`config.mk`:
```
export PLATFORM = sky130hd
export DESIGN_NAME = load_store_unit
export DESIGN_NICKNAME = d
export VERILOG_FILES = /design/src/rtl/load_store_unit.sv
export SDC_FILE = /design/constraint.sdc
export NUM_CORES = 1
export LEC_CHECK = 0
export CAP_MARGIN = 25
export CELL_PAD_IN_SITES_DETAIL_PLACEMENT = 0
export CELL_PAD_IN_SITES_GLOBAL_PLACEMENT = 1
export CORE_ASPECT_RATIO = 1.75
export CORE_MARGIN = 2
export CORE_UTILIZATION = 33
export CTS_CLUSTER_DIAMETER = 100
export CTS_CLUSTER_SIZE = 30
export DETAILED_ROUTE_END_ITERATION = 16
export GPL_TIMING_DRIVEN = 0
export HOLD_SLACK_MARGIN = 0.02
export PLACE_DENSITY_LB_ADDON = 0.1
export SETUP_SLACK_MARGIN = 0.02
export SLEW_MARGIN = 15
export SYNTH_ARGS = -nofsm -noshare
export SYNTH_HDL_FRONTEND = slang
export SYNTH_SLANG_ARGS = --single-unit
```
`constraint.sdc`:
```
create_clock -name clk -period 4.3 [get_ports clk]
set_input_delay 0.86 -clock clk [delete_from_list [all_inputs] [get_ports clk]]
set_output_delay 0.86 -clock clk [all_outputs]
set_load 0.02 [all_outputs]
```
`src/rtl/load_store_unit.sv`:
```
// Load/store unit: aligns EX-stage memory requests onto a word-wide data port,
// waits for mem_ack with a timeout, and returns right-aligned load data.
//
// state | meaning
// IDLE  | ready for a request; misaligned requests are rejected with err
// WAIT  | mem_req held with latched fields until mem_ack or timeout
// RESP  | one-cycle rsp_valid with captured load data
module load_store_unit #(
    parameter int TIMEOUT = 16
) (
    input  logic        clk,
    input  logic        rst,
    input  logic        req_valid,
    output logic        req_ready,
    input  logic        is_store,
    input  logic [1:0]  whb,
    input  logic        ld_unsigned,
    input  logic [31:0] addr,
    input  logic [31:0] wdata,
    output logic        mem_req,
    output logic        mem_we,
    output logic [31:0] mem_addr,
    output logic [3:0]  mem_be,
    output logic [31:0] mem_wdata,
    input  logic        mem_ack,
    input  logic [31:0] mem_rdata,
    output logic        rsp_valid,
    output logic [31:0] rsp_data,
    output logic [1:0]  rsp_whb,
    output logic        err
);

    typedef enum logic [1:0] {
        IDLE = 2'd0,
        WAIT = 2'd1,
        RESP = 2'd2
    } state_t;

    localparam logic [4:0] WAIT_LAST = 5'(TIMEOUT - 1);

    state_t      state_q, state_d;
    logic        we_q, we_d;
    logic [31:0] addr_q, addr_d;
    logic [3:0]  be_q, be_d;
    logic [31:0] wdata_q, wdata_d;
    logic [1:0]  whb_q, whb_d;
    logic        uns_q, uns_d;
    logic [1:0]  off_q, off_d;
    logic [31:0] rdata_q, rdata_d;
    logic [4:0]  wait_cnt_q, wait_cnt_d;
    logic        err_q, err_d;

    logic        misaligned;
    logic        accept;
    logic        timeout_hit;
    logic [3:0]  be_calc;
    logic [31:0] wdata_calc;
    logic [31:0] lane_shifted;
    logic [31:0] load_data;

    assign misaligned  = (whb == 2'b11)
                       || ((whb == 2'b01) && addr[0])
                       || ((whb == 2'b10) && (addr[1:0] != 2'b00));
    assign accept      = (state_q == IDLE) && req_valid && !misaligned;
    assign timeout_hit = (wait_cnt_q == WAIT_LAST);

    always_comb begin
        be_calc    = 4'b1111;
        wdata_calc = wdata;
        case (whb)
            2'b00: begin
                be_calc    = 4'b0001 << addr[1:0];
                wdata_calc = {4{wdata[7:0]}};
            end
            2'b01: begin
                be_calc    = 4'b0011 << addr[1:0];
                wdata_calc = {2{wdata[15:0]}};
            end
            default: begin
                be_calc    = 4'b1111;
                wdata_calc = wdata;
            end
        endcase
    end

    // Load lane extraction uses the latched size/offset, result is zero-extended.
    always_comb begin
        lane_shifted = mem_rdata >> {off_q, 3'b000};
        load_data    = mem_rdata;
        case (whb_q)
            2'b00:   load_data = {24'h000000, lane_shifted[7:0]};
            2'b01:   load_data = {16'h0000, (off_q[1] ? mem_rdata[31:16] : mem_rdata[15:0])};
            default: load_data = mem_rdata;
        endcase
    end

    always_ff @(posedge clk or posedge rst) begin
        if (rst) begin
            state_q    <= IDLE;
            we_q       <= 1'b0;
            addr_q     <= 32'h0;
            be_q       <= 4'h0;
            wdata_q    <= 32'h0;
            whb_q      <= 2'b10;
            uns_q      <= 1'b0;
            off_q      <= 2'b00;
            rdata_q    <= 32'h0;
            wait_cnt_q <= 5'd0;
            err_q      <= 1'b0;
        end else begin
            state_q    <= state_d;
            we_q       <= we_d;
            addr_q     <= addr_d;
            be_q       <= be_d;
            wdata_q    <= wdata_d;
            whb_q      <= whb_d;
            uns_q      <= uns_d;
            off_q      <= off_d;
            rdata_q    <= rdata_d;
            wait_cnt_q <= wait_cnt_d;
            err_q      <= err_d;
        end
    end

    always_comb begin
        state_d = state_q;
        case (state_q)
            IDLE: if (accept) state_d = WAIT;
            WAIT: begin
                if (mem_ack)          state_d = RESP;
                else if (timeout_hit) state_d = IDLE;
            end
            RESP:    state_d = IDLE;
            default: state_d = IDLE;
        endcase
    end

    always_comb begin
        we_d       = we_q;
        addr_d     = addr_q;
        be_d       = be_q;
        wdata_d    = wdata_q;
        whb_d      = whb_q;
        uns_d      = uns_q;
        off_d      = off_q;
        rdata_d    = rdata_q;
        wait_cnt_d = wait_cnt_q;
        err_d      = 1'b0;
        case (state_q)
            IDLE: begin
                if (req_valid && misaligned) err_d = 1'b1;
                if (accept) begin
                    we_d       = is_store;
                    addr_d     = {addr[31:2], 2'b00};
                    be_d       = be_calc;
                    wdata_d    = wdata_calc;
                    whb_d      = whb;
                    uns_d      = ld_unsigned && !is_store;
                    off_d      = addr[1:0];
                    rdata_d    = 32'h0;
                    wait_cnt_d = 5'd0;
                end
            end
            WAIT: begin
                if (mem_ack) begin
                    rdata_d = we_q ? 32'h0 : load_data;
                end else if (timeout_hit) begin
                    err_d = 1'b1;
                end else begin
                    wait_cnt_d = wait_cnt_q + 5'd1;
                end
            end
            default: ;
        endcase
    end

    always_comb begin
        req_ready = 1'b0;
        mem_req   = 1'b0;
        mem_we    = 1'b0;
        mem_addr  = 32'h0;
        mem_be    = 4'h0;
        mem_wdata = 32'h0;
        rsp_valid = 1'b0;
        rsp_data  = 32'h0;
        rsp_whb   = 2'b10;
        err       = err_q;
        case (state_q)
            IDLE: req_ready = 1'b1;
            WAIT: begin
                mem_req   = 1'b1;
                mem_we    = we_q;
                mem_addr  = addr_q;
                mem_be    = be_q;
                mem_wdata = wdata_q;
            end
            RESP: begin
                rsp_valid = 1'b1;
                rsp_data  = rdata_q;
                // Unsigned loads are already zero-extended, so present them as words.
                rsp_whb   = (we_q || uns_q) ? 2'b10 : whb_q;
            end
            default: ;
        endcase
    end

endmodule

```
==> out/results.tsv, run 1 <==
stage	metric	value	unit
outcome	status	completed	
timing	Final WS setup	0.585	ns
place	number of port buffers	205	
drt	WL/cell	17.5	um
pwr	maximum vdd drop	0.209	mV
finish	share of post-route cells with drive strength above 1	5.68	%
synthesis	synthesized cell area	5840	um2
synthesis	share of the synthesized area in the top cell type	47.6	%
clock_network	clk root buf	clkbuf_16	
die	DIE AREA	18800	um2
drt	DRC	0	
clock_network	CTS tree	built	
synthesis	top post-synthesis cells by area	dfrtp_1 48%, nand2_1 11%, and2_1 11%	
clock_network	CTS resizes	0	
clock_network	H-tree depth	3	
grt	initial antenna violation count	0	
drt	via count	5419	
grt	global route overflow	0	
critical_path	Setup Crit Path Kind	register to primary output	
finish	Design Area, Final	8490	um2
grt	vias in the first global route	5819	
timing	final setup fails	0	
finish	area grow syn2layout	45.5	%
synthesis	Seq cells post-synth	112	
drt	post-route ant nets	0	
die	number of I/O pins	211	
timing	relative slew slack	38.2	%
synthesis	post-synthesis cell count	676	
synthesis	FFs w/ async S/R, synth	100	%
synthesis	dominant cell type by area after synthesis	dfrtp_1	
place	Cell Area, Placed	8220	um2
synthesis	top_reg_cell synth	dfrtp_1	
timing	Final Max Tran Viols	0	
finish	final core occ	48.9	%
run	MaxCap Viol Count	0	
clock_network	clock transition at the registers of the reported paths	0.08	ns
drt	drt total wl	19700	um
die	initial core utilization	33.6	%
timing	Clock Skew	0.00934	ns
drt	count of TritonRoute iterations in the first routing pass	4	
timing	RSZ-0062 raised after global routing	no	
grt	first-pass GRT wire length	31200	um
die	Die Wd	105	um
timing	Tightest Pin Transition	0.924	ns
timing	final-report hold violation count	0	
clock_network	Post-CTS Setup Bufs	0	
place	routability cong.	0.852	
timing	setup TNS	0	ns
pwr	Power Dens Cells	396	nW/um2
place	pre-CTS WS	0.912	ns
min_path	HP Class	register to register	
drt	Avg Vias per Cell	4.80	
finish	Nets	1000	
clock_network	# clock sinks	112	
critical_path	Worst Setup End Kind	primary output	
die	core area	17400	um2
synthesis	Yosys warning count	0	
synthesis	Avg Inst Size Synth	8.64	um2
timing	post-route clock period utilization	86.4	%
critical_path	Crit path required time	3.44	ns
pwr	total leakage power	3.72	nW
place	dpl hpwl	15300	um
synthesis	Seq/Total Area, Yosys	48.0	%
timing	FMAX	269	MHz
critical_path	flop-to-flop setup slack	2.19	ns
clock_network	CTS Hold Bufs	0	
drt	Initial DRC Count	238	
critical_path	CP Data Arrival Time	2.85	ns
timing	Final min period	3.71	ns
grt	gr usage total	21.0	%
critical_path	Max FO, Critical Path	10	
synthesis	synth unique cells	44	
die	Row Count	64	
die	die extent in y	180	um
clock_network	CTS max path bufs	2	
clock_network	CTS Buf Count	9	
critical_path	crit path launch type	register	
clock_network	clk_lat worst skew	0.35	ns
synthesis	number of flops mapped to enable cells by yosys	0	
finish	antenna cells	0	
grt	largest net degree at the start of global routing	80	
==> stage by stage <==
stage                     hold WS [ns]  total power (W)  instances
after global routing             0.497          0.00358       1129
after CTS                        0.474          0.00340       1129
after detailed placement         0.454          0.00257       1114
final                            0.472          0.00336       1129
after global placement           0.450          0.00254       1113
after floorplan                  0.437          0.00207        677
==> state kept, by name (all words and copies together), names as in the netlist <==
name and count:
wdata_q 32, be_q 4, off_q 2, wait_cnt_q 5, uns_q 1, we_q 1
err 1, state_q 2, whb_q 2, addr_q 30, rdata_q 32
==> power by group <==
part / total [W] / switching, W / internal, W
registers: 0.00144 / 0.000137 / 0.00130
clock network: 0.000821 / 0.000409 / 0.000413
logic: 0.00110 / 0.000616 / 0.000486
total: 0.00336 / 0.00116 / 0.00220
==> area by class of cell <==
type / instances / area, um2
clock buffer: 10 / 239
timing repair buffer: 206 / 2080
tap: 231 / 289
inverter: 9 / 38.8
multi-input combinational: 504 / 2770
fill: 1726 / 8880
clock inverter: 5 / 40.0
buffer: 52 / 238
sequential: 112 / 2800
==> per-layer routing <==
layer	share of wire, %	global-route usage (%)
met1	40	24.2
met2	53	38.7
met3	5.1	4.53
met4	2.3	6.16
met5	0	0
==> cells in the mapped netlist, drive strengths merged (4+ instances only) <==
master	n
a21oi	18
and2	100
buf	20
clkbuf	32
dfrtp	111
inv	9
mux2	4
mux2i	30
nand2	177
nand2b	4
nand3	34
nor2	28
nor4b	7
o21ai	58
o31ai	8
o41ai	6
==> critical path, stage by stage, from the launching register on <==
cell,delay [ns]
dfrtp_1,0.44
nand2b_1,0.22
inv_2,0.20
clkbuf_1,0.46
clkbuf_1,0.36
and2_1,0.21
clkdlybuf4s50_1,0.61
==> path summary, 6_finish.rpt <==
path,from,endpoint,cells after the start
worst max-delay path,state_q[1]$_DFFE_PP0P_,mem_addr[14],6
worst min-delay path,addr_q[16]$_DFFE_PP0P_,addr_q[16]$_DFFE_PP0P_,2
worst max register to register,wait_cnt_q[0]$_DFFE_PP0P_,wait_cnt_q[3]$_DFFE_PP0P_,7
worst min register to register,addr_q[16]$_DFFE_PP0P_,addr_q[16]$_DFFE_PP0P_,2
max in group asynchronous,rst,whb_q[1]$_DFFE_PP1P_,3
min in group asynchronous,rst,addr_q[8]$_DFFE_PP0P_,2
==> logic make-up (layout without fill, tap and decap cells) <==
| kind of cell | Yosys count | count (layout) | synth area share, % |
|---|---|---|---|
| xor gates and xnor gates | 3 | 3 | 0.450 |
| buffers and inverters | 61 | 282 | 4.65 |
| adders and majority gates | 2 | 2 | 0.429 |
| other | 1 | 2 | 0.0642 |
| and+or+nand+nor | 363 | 363 | 30.6 |
| DFF | 112 | 112 | 48.0 |
| AOI/OAI and AO/OA | 100 | 100 | 9.84 |
| muxes | 34 | 34 | 5.92 |
==> placed cells by master (no fill, tap or decap), drive strengths merged, types with 3 or more instances in the layout <==
cell type      instances
nor2                  28
mux2i                 30
o31ai                  8
clkbuf                42
a21oi                 18
o21ai                 58
clkinv                 3
nor3b                  3
buf                   21
and2                 100
nor4b                  7
o41ai                  6
clkdlybuf4s50        205
nand3                 34
xor2                   3
inv                   11
nand2                177
mux2                   4
nand2b                 4
dfrtp                111
Note: power is estimated with default switching activity, not from simulation.
==> run 2, diff against run 1 <==
--- a/config.mk
+++ b/config.mk
@@ -10,7 +10,7 @@
 export CELL_PAD_IN_SITES_GLOBAL_PLACEMENT = 1
 export CORE_ASPECT_RATIO = 1.75
 export CORE_MARGIN = 2
-export CORE_UTILIZATION = 33
+export CORE_UTILIZATION = 35
 export CTS_CLUSTER_DIAMETER = 100
 export CTS_CLUSTER_SIZE = 30
 export DETAILED_ROUTE_END_ITERATION = 16
==> constraint.sdc (replaced) <==
create_clock -name clk -period 4.5 [get_ports clk]
set_input_delay 0.9 -clock clk [delete_from_list [all_inputs] [get_ports clk]]
set_output_delay 0.9 -clock clk [all_outputs]
set_load 0.02 [all_outputs]
==> run 2 against run 1 <==
Against the previous run: design area up 0.12%; non-clock buffer count stayed put; flip-flop and latch count unchanged; utilization increased by 3.1 points; sequential power is 5% lower; final cell count decreased by 0.53%; clock power decreased by 1%; clock-buffer cell count decreased by 1; worst setup slack gained 0.20 ns; global-route usage rose by 0.55 points; wire length shrank 4.2%; power shrank 4.1%; critical path type unchanged; highest routed layer unchanged.
==> out/results.tsv, run 2 (same netlist as run 1, synthesis figures left out) <==
stage	metric	value	unit
die	number of I/O pins	211	
grt	global route overflow	0	
clock_network	CTS Buf Count	9	
die	die extent in y	175	um
pwr	Power Dens Cells	379	nW/um2
finish	Design Area, Final	8500	um2
finish	top flop regs	rdata_q: 32 flops, wdata_q: 32 flops, addr_q: 30 flops	
finish	antenna cells	0	
timing	post-route clock period utilization	82.5	%
critical_path	Setup Crit Path Kind	register to primary output	
finish	Multi-input gate area	2770	um2
drt	count of TritonRoute iterations in the first routing pass	4	
place	dpl hpwl	14800	um
finish	final cell count without fillers	1123	
finish	fillers	1610	
place	pre-CTS WS	1.15	ns
timing	Final min period	3.71	ns
critical_path	Crit path required time	3.60	ns
die	DIE AREA	17800	um2
clock_network	Post-CTS Setup Bufs	0	
critical_path	slowest stage cell, crit path	nor2b_1	
timing	FMAX	269	MHz
clock_network	H-tree depth	3	
critical_path	Largest stage delay, worst path	0.68	ns
finish	share of post-route cells with drive strength above 1	5.78	%
critical_path	Max FO, Critical Path	10	
finish	most common cell after layout, fill and taps aside	clkdlybuf4s50_1	
grt	gr usage total	21.6	%
timing	Final WS setup	0.789	ns
timing	final-report hold violation count	0	
min_path	HP Class	register to register	
grt	initial antenna violation count	0	
timing	setup TNS	0	ns
place	number of port buffers	205	
critical_path	Worst Setup End Kind	primary output	
timing	Tightest Pin Transition	0.920	ns
drt	post-route ant nets	0	
timing	RSZ-0062 raised after global routing	no	
timing	relative slew slack	38.4	%
place	routability cong.	0.837	
finish	Nets	1000	
grt	largest net degree at the start of global routing	84	
place	placed cells	1107	
drt	Avg Vias per Cell	4.83	
clock_network	CTS Hold Bufs	0	
finish	most frequent cells in the layout	205 x clkdlybuf4s50_1, 177 x nand2_1, 111 x dfrtp_1	
die	Row Count	62	
clock_network	clk root buf	clkbuf_16	
drt	drt total wl	18900	um
timing	Final Max Tran Viols	0	
drt	via count	5423	
finish	register area	2800	um2
run	MaxCap Viol Count	0	
die	initial core utilization	35.7	%
outcome	status	completed	
clock_network	clk_lat worst skew	0.35	ns
timing	Fin Hold WS	0.469	ns
pwr	maximum vdd drop	0.200	mV
clock_network	CTS resizes	0	
clock_network	# clock sinks	112	
critical_path	crit path launch type	register	
grt	first-pass GRT wire length	29800	um
clock_network	CTS tree	built	
timing	final setup fails	0	
pwr	total leakage power	3.72	nW
place	Cell Area, Placed	8210	um2
die	Die Wd	102	um
drt	DRC	0	
critical_path	ordered cell list for the critical path	nor2b_1 -> clkbuf_1 -> and2_1 -> clkdlybuf4s50_1	
critical_path	CP Data Arrival Time	2.81	ns
clock_network	CTS max path bufs	2	
clock_network	clock transition at the registers of the reported paths	0.08	ns
drt	WL/cell	16.8	um
drt	Initial DRC Count	149	
timing	Clock Skew	0.00859	ns
grt	vias in the first global route	5785	
die	core area	16400	um2
finish	area grow syn2layout	45.7	%
-- run 2: cell types whose count changed in the layout (fill, tap and decap cells not counted) --
cell        delta
clkinvlp_4     +1
clkinv_2       -1
clkinv_8       +1
clkinv_4       -1
clkbuf_8       -1
inv_8          +2
-- run 2: path summary, 6_finish.rpt --
check / slack, ns / endpoint / depth (start not counted) / from
max in group asynchronous: 2.89 / whb_q[1]$_DFFE_PP1P_ / 3 / rst
worst max-delay path: 0.79 / rsp_data[8] / 4 / state_q[1]$_DFFE_PP0P_
min in group asynchronous: 0.89 / addr_q[7]$_DFFE_PP0P_ / 2 / rst
worst min-delay path: 0.47 / wdata_q[0]$_DFFE_PP0P_ / 2 / wdata_q[0]$_DFFE_PP0P_
worst min register to register: 0.47 / wdata_q[0]$_DFFE_PP0P_ / 2 / wdata_q[0]$_DFFE_PP0P_
worst max register to register: 2.49 / wait_cnt_q[3]$_DFFE_PP0P_ / 7 / wait_cnt_q[0]$_DFFE_PP0P_
-- run 2: area by class of cell --
class | instances | share of cell area [%]
clock inverters | 7 | 0.853
repair buffers | 206 | 24.5
plain buffers | 52 | 2.80
multi-input cells | 504 | 32.5
well taps | 224 | 3.30
flip-flops and latches | 112 | 33.0
inverters | 9 | 0.456
clock buffers | 9 | 2.65
-- run 2: critical path: cells and delay by family (launching register included) --
kind / cells / cell delay (ns)
buffers and inverters: 2 / 1.09
AND/OR/NAND/NOR: 2 / 0.94
flip-flops: 1 / 0.44
-- run 2: metal layers --
metal	vias up	GRT usage, %	part of all wire, %
met4	0	7.09	2.2
met1	2571	24.4	38
met3	24	4.32	5.7
met2	166	39.5	54
met5	-	0	0
li1	2662	-	-
-- run 2: per-stage QoR --
step	total power, W	util [%]
after floorplan	0.00197	-
after CTS	0.00326	52.0
after detailed placement	0.00245	50.1
after global routing	0.00343	52.0
after global placement	0.00242	49.9
final	0.00323	52.0
-- run 2: where the power goes --
| group | internal [W] | switching, W | total [W] |
|---|---|---|---|
| clock | 0.000394 | 0.000415 | 0.000809 |
| combinational | 0.000464 | 0.000580 | 0.00104 |
| sequential | 0.00124 | 0.000127 | 0.00137 |
| total | 0.00210 | 0.00112 | 0.00323 |
==> run 3, diff against run 2 <==
--- a/config.mk
+++ b/config.mk
@@ -10,7 +10,7 @@
 export CELL_PAD_IN_SITES_GLOBAL_PLACEMENT = 1
 export CORE_ASPECT_RATIO = 1.75
 export CORE_MARGIN = 2
-export CORE_UTILIZATION = 35
+export CORE_UTILIZATION = 33
 export CTS_CLUSTER_DIAMETER = 100
 export CTS_CLUSTER_SIZE = 30
 export DETAILED_ROUTE_END_ITERATION = 16
==> constraint.sdc (replaced) <==
create_clock -name clk -period 3.55 [get_ports clk]
set_input_delay 0.71 -clock clk [delete_from_list [all_inputs] [get_ports clk]]
set_output_delay 0.71 -clock clk [all_outputs]
set_load 0.02 [all_outputs]
==> run 3 against run 2 <==
Against the previous run: power up 28%; global-route usage down 0.41 points; sequential power up 27%; clock-buffer cell count up 1; clock power up 30%; critical path type unchanged; largest cell class unchanged.
==> out/results.tsv, run 3 (same netlist as run 1, synthesis figures left out) <==
stage	metric	value	unit
outcome	status	completed	
grt	gr usage total	21.2	%
grt	largest net degree at the start of global routing	34	
critical_path	crit path launch type	register	
critical_path	slowest stage cell, crit path	nor2b_1	
grt	first-pass GRT wire length	31400	um
drt	post-route ant nets	0	
place	number of port buffers	205	
clock_network	CTS tree	built	
pwr	Net Sw Frac	33.7	%
finish	Design Area, Final	8550	um2
timing	Tightest Pin Transition	0.940	ns
drt	Initial DRC Count	229	
die	number of I/O pins	211	
finish	share of post-route cells with drive strength above 1	5.90	%
clock_network	Post-CTS Setup Bufs	0	
drt	WL/cell	17.5	um
timing	final-report hold violation count	0	
critical_path	ordered cell list for the critical path	nor2b_1 -> clkbuf_1 -> and2_1 -> clkdlybuf4s50_1	
finish	top flop regs	rdata_q: 32 flops, wdata_q: 32 flops, addr_q: 30 flops	
die	die extent in y	180	um
run	MaxCap Viol Count	0	
pwr	Power Dens Cells	484	nW/um2
grt	initial antenna violation count	0	
timing	post-route clock period utilization	93.8	%
critical_path	CP Data Arrival Time	2.62	ns
drt	drt total wl	19700	um
die	DIE AREA	18800	um2
clock_network	H-tree depth	3	
pwr	clock share of power	25.5	%
timing	Clock Skew	0.00807	ns
timing	Final Max Tran Viols	0	
drt	count of TritonRoute iterations in the first routing pass	5	
finish	Nets	1001	
place	Cell Area, Placed	8250	um2
timing	final setup fails	0	
die	core area	17400	um2
clock_network	CTS Hold Bufs	0	
drt	via count	5532	
die	initial core utilization	33.6	%
pwr	total leakage power	3.74	nW
timing	setup TNS	0	ns
clock_network	CTS resizes	0	
min_path	HP Class	register to register	
critical_path	Largest stage delay, worst path	0.64	ns
grt	global route overflow	0	
pwr	maximum vdd drop	0.246	mV
place	dpl hpwl	15600	um
critical_path	WP buf/inv	2	
timing	Final min period	3.33	ns
clock_network	# clock sinks	112	
critical_path	delay-heaviest family, CP	buffers and inverters	
finish	most common cell after layout, fill and taps aside	clkdlybuf4s50_1	
pwr	combinational power share	32.5	%
finish	area grow syn2layout	46.4	%
place	routability cong.	0.876	
clock_network	CTS Buf Count	9	
critical_path	Worst Setup End Kind	primary output	
critical_path	Crit path required time	2.84	ns
clock_network	clk root buf	clkbuf_16	
drt	Avg Vias per Cell	4.90	
timing	relative slew slack	37.1	%
clock_network	clock transition at the registers of the reported paths	0.07	ns
grt	vias in the first global route	5845	
timing	FMAX	300	MHz
pwr	Net Sw Power	0.00139	W
pwr	Power Internal	0.00274	W
critical_path	Max FO, Critical Path	10	
clock_network	CTS max path bufs	2	
drt	DRC	0	
die	Die Wd	105	um
clock_network	clk_lat worst skew	0.35	ns
die	Row Count	64	
timing	RSZ-0062 raised after global routing	no	
critical_path	Setup Crit Path Kind	register to primary output	
finish	antenna cells	0	
pwr	share of power burned in registers	42.1	%
finish	most frequent cells in the layout	205 x clkdlybuf4s50_1, 177 x nand2_1, 111 x dfrtp_1	
finish	fillers	1710	
[run 3: worst paths after layout]
kind / startpoint / end / slack [ns] / cells past startpoint
setup / recovery: state_q[1]$_DFFE_PP0P_ / rsp_data[7] / 0.22 / 4
hold / removal: addr_q[20]$_DFFE_PP0P_ / addr_q[20]$_DFFE_PP0P_ / 0.47 / 2
setup reg to reg: whb_q[1]$_DFFE_PP1P_ / rdata_q[8]$_DFFE_PP0P_ / 1.51 / 6
hold reg to reg: addr_q[20]$_DFFE_PP0P_ / addr_q[20]$_DFFE_PP0P_ / 0.47 / 2
max in group asynchronous: rst / be_q[3]$_DFFE_PP0P_ / 1.88 / 4
min in group asynchronous: rst / rdata_q[21]$_DFFE_PP0P_ / 0.84 / 2
[run 3: metal layers]
layer	track usage [%]	share of wire, %
met5	0	0
met4	7.62	2.4
met3	4.21	6.3
met2	39.5	54
met1	23.4	37
[run 3: layout make-up]
cell class                      count  area, um2  area share, %
Buffer                             51        234           2.74
Tap cell                          231        289           3.38
Sequential cell                   112       2800           32.8
Inverter                            9       37.5          0.439
Clock buffer                       10        239           2.80
Clock inverter                      5       65.1          0.761
Multi-Input combinational cell    504       2770           32.4
Timing Repair Buffer              208       2110           24.7
[run 3: stage by stage]
stage	utilization (%)	std cells	power (W)	hold WS, ns	setup slack [ns]
6_report	49.2	1130	0.00414	0.469	0.221
5_1_grt	49.2	1130	0.00439	0.497	0.0952
4_1_cts	49.2	1130	0.00418	0.474	0.195
3_5_place_dp	47.5	1116	0.00311	0.454	0.347
3_3_place_gp	47.1	1113	0.00307	0.450	0.332
2_1_floorplan	-	677	0.00250	0.437	1.44
[run 3: worst register-to-register path, delay by kind of cell (launching register included)]
family,cells,cell delay (ns)
buffers and inverters,3,0.88
flip-flops,1,0.54
AO/OA/AOI/OAI,2,0.32
AND/OR/NAND/NOR,1,0.23
[run 3: power by group through the flow]
stage	Combinational (W)	Clock, W	Sequential (W)
after floorplan	0.000795	0	0.00171
after global placement	0.00132	0	0.00175
after detailed placement	0.00135	0	0.00176
after CTS	0.00136	0.00108	0.00174
after global routing	0.00148	0.00113	0.00178
final	0.00134	0.00105	0.00174
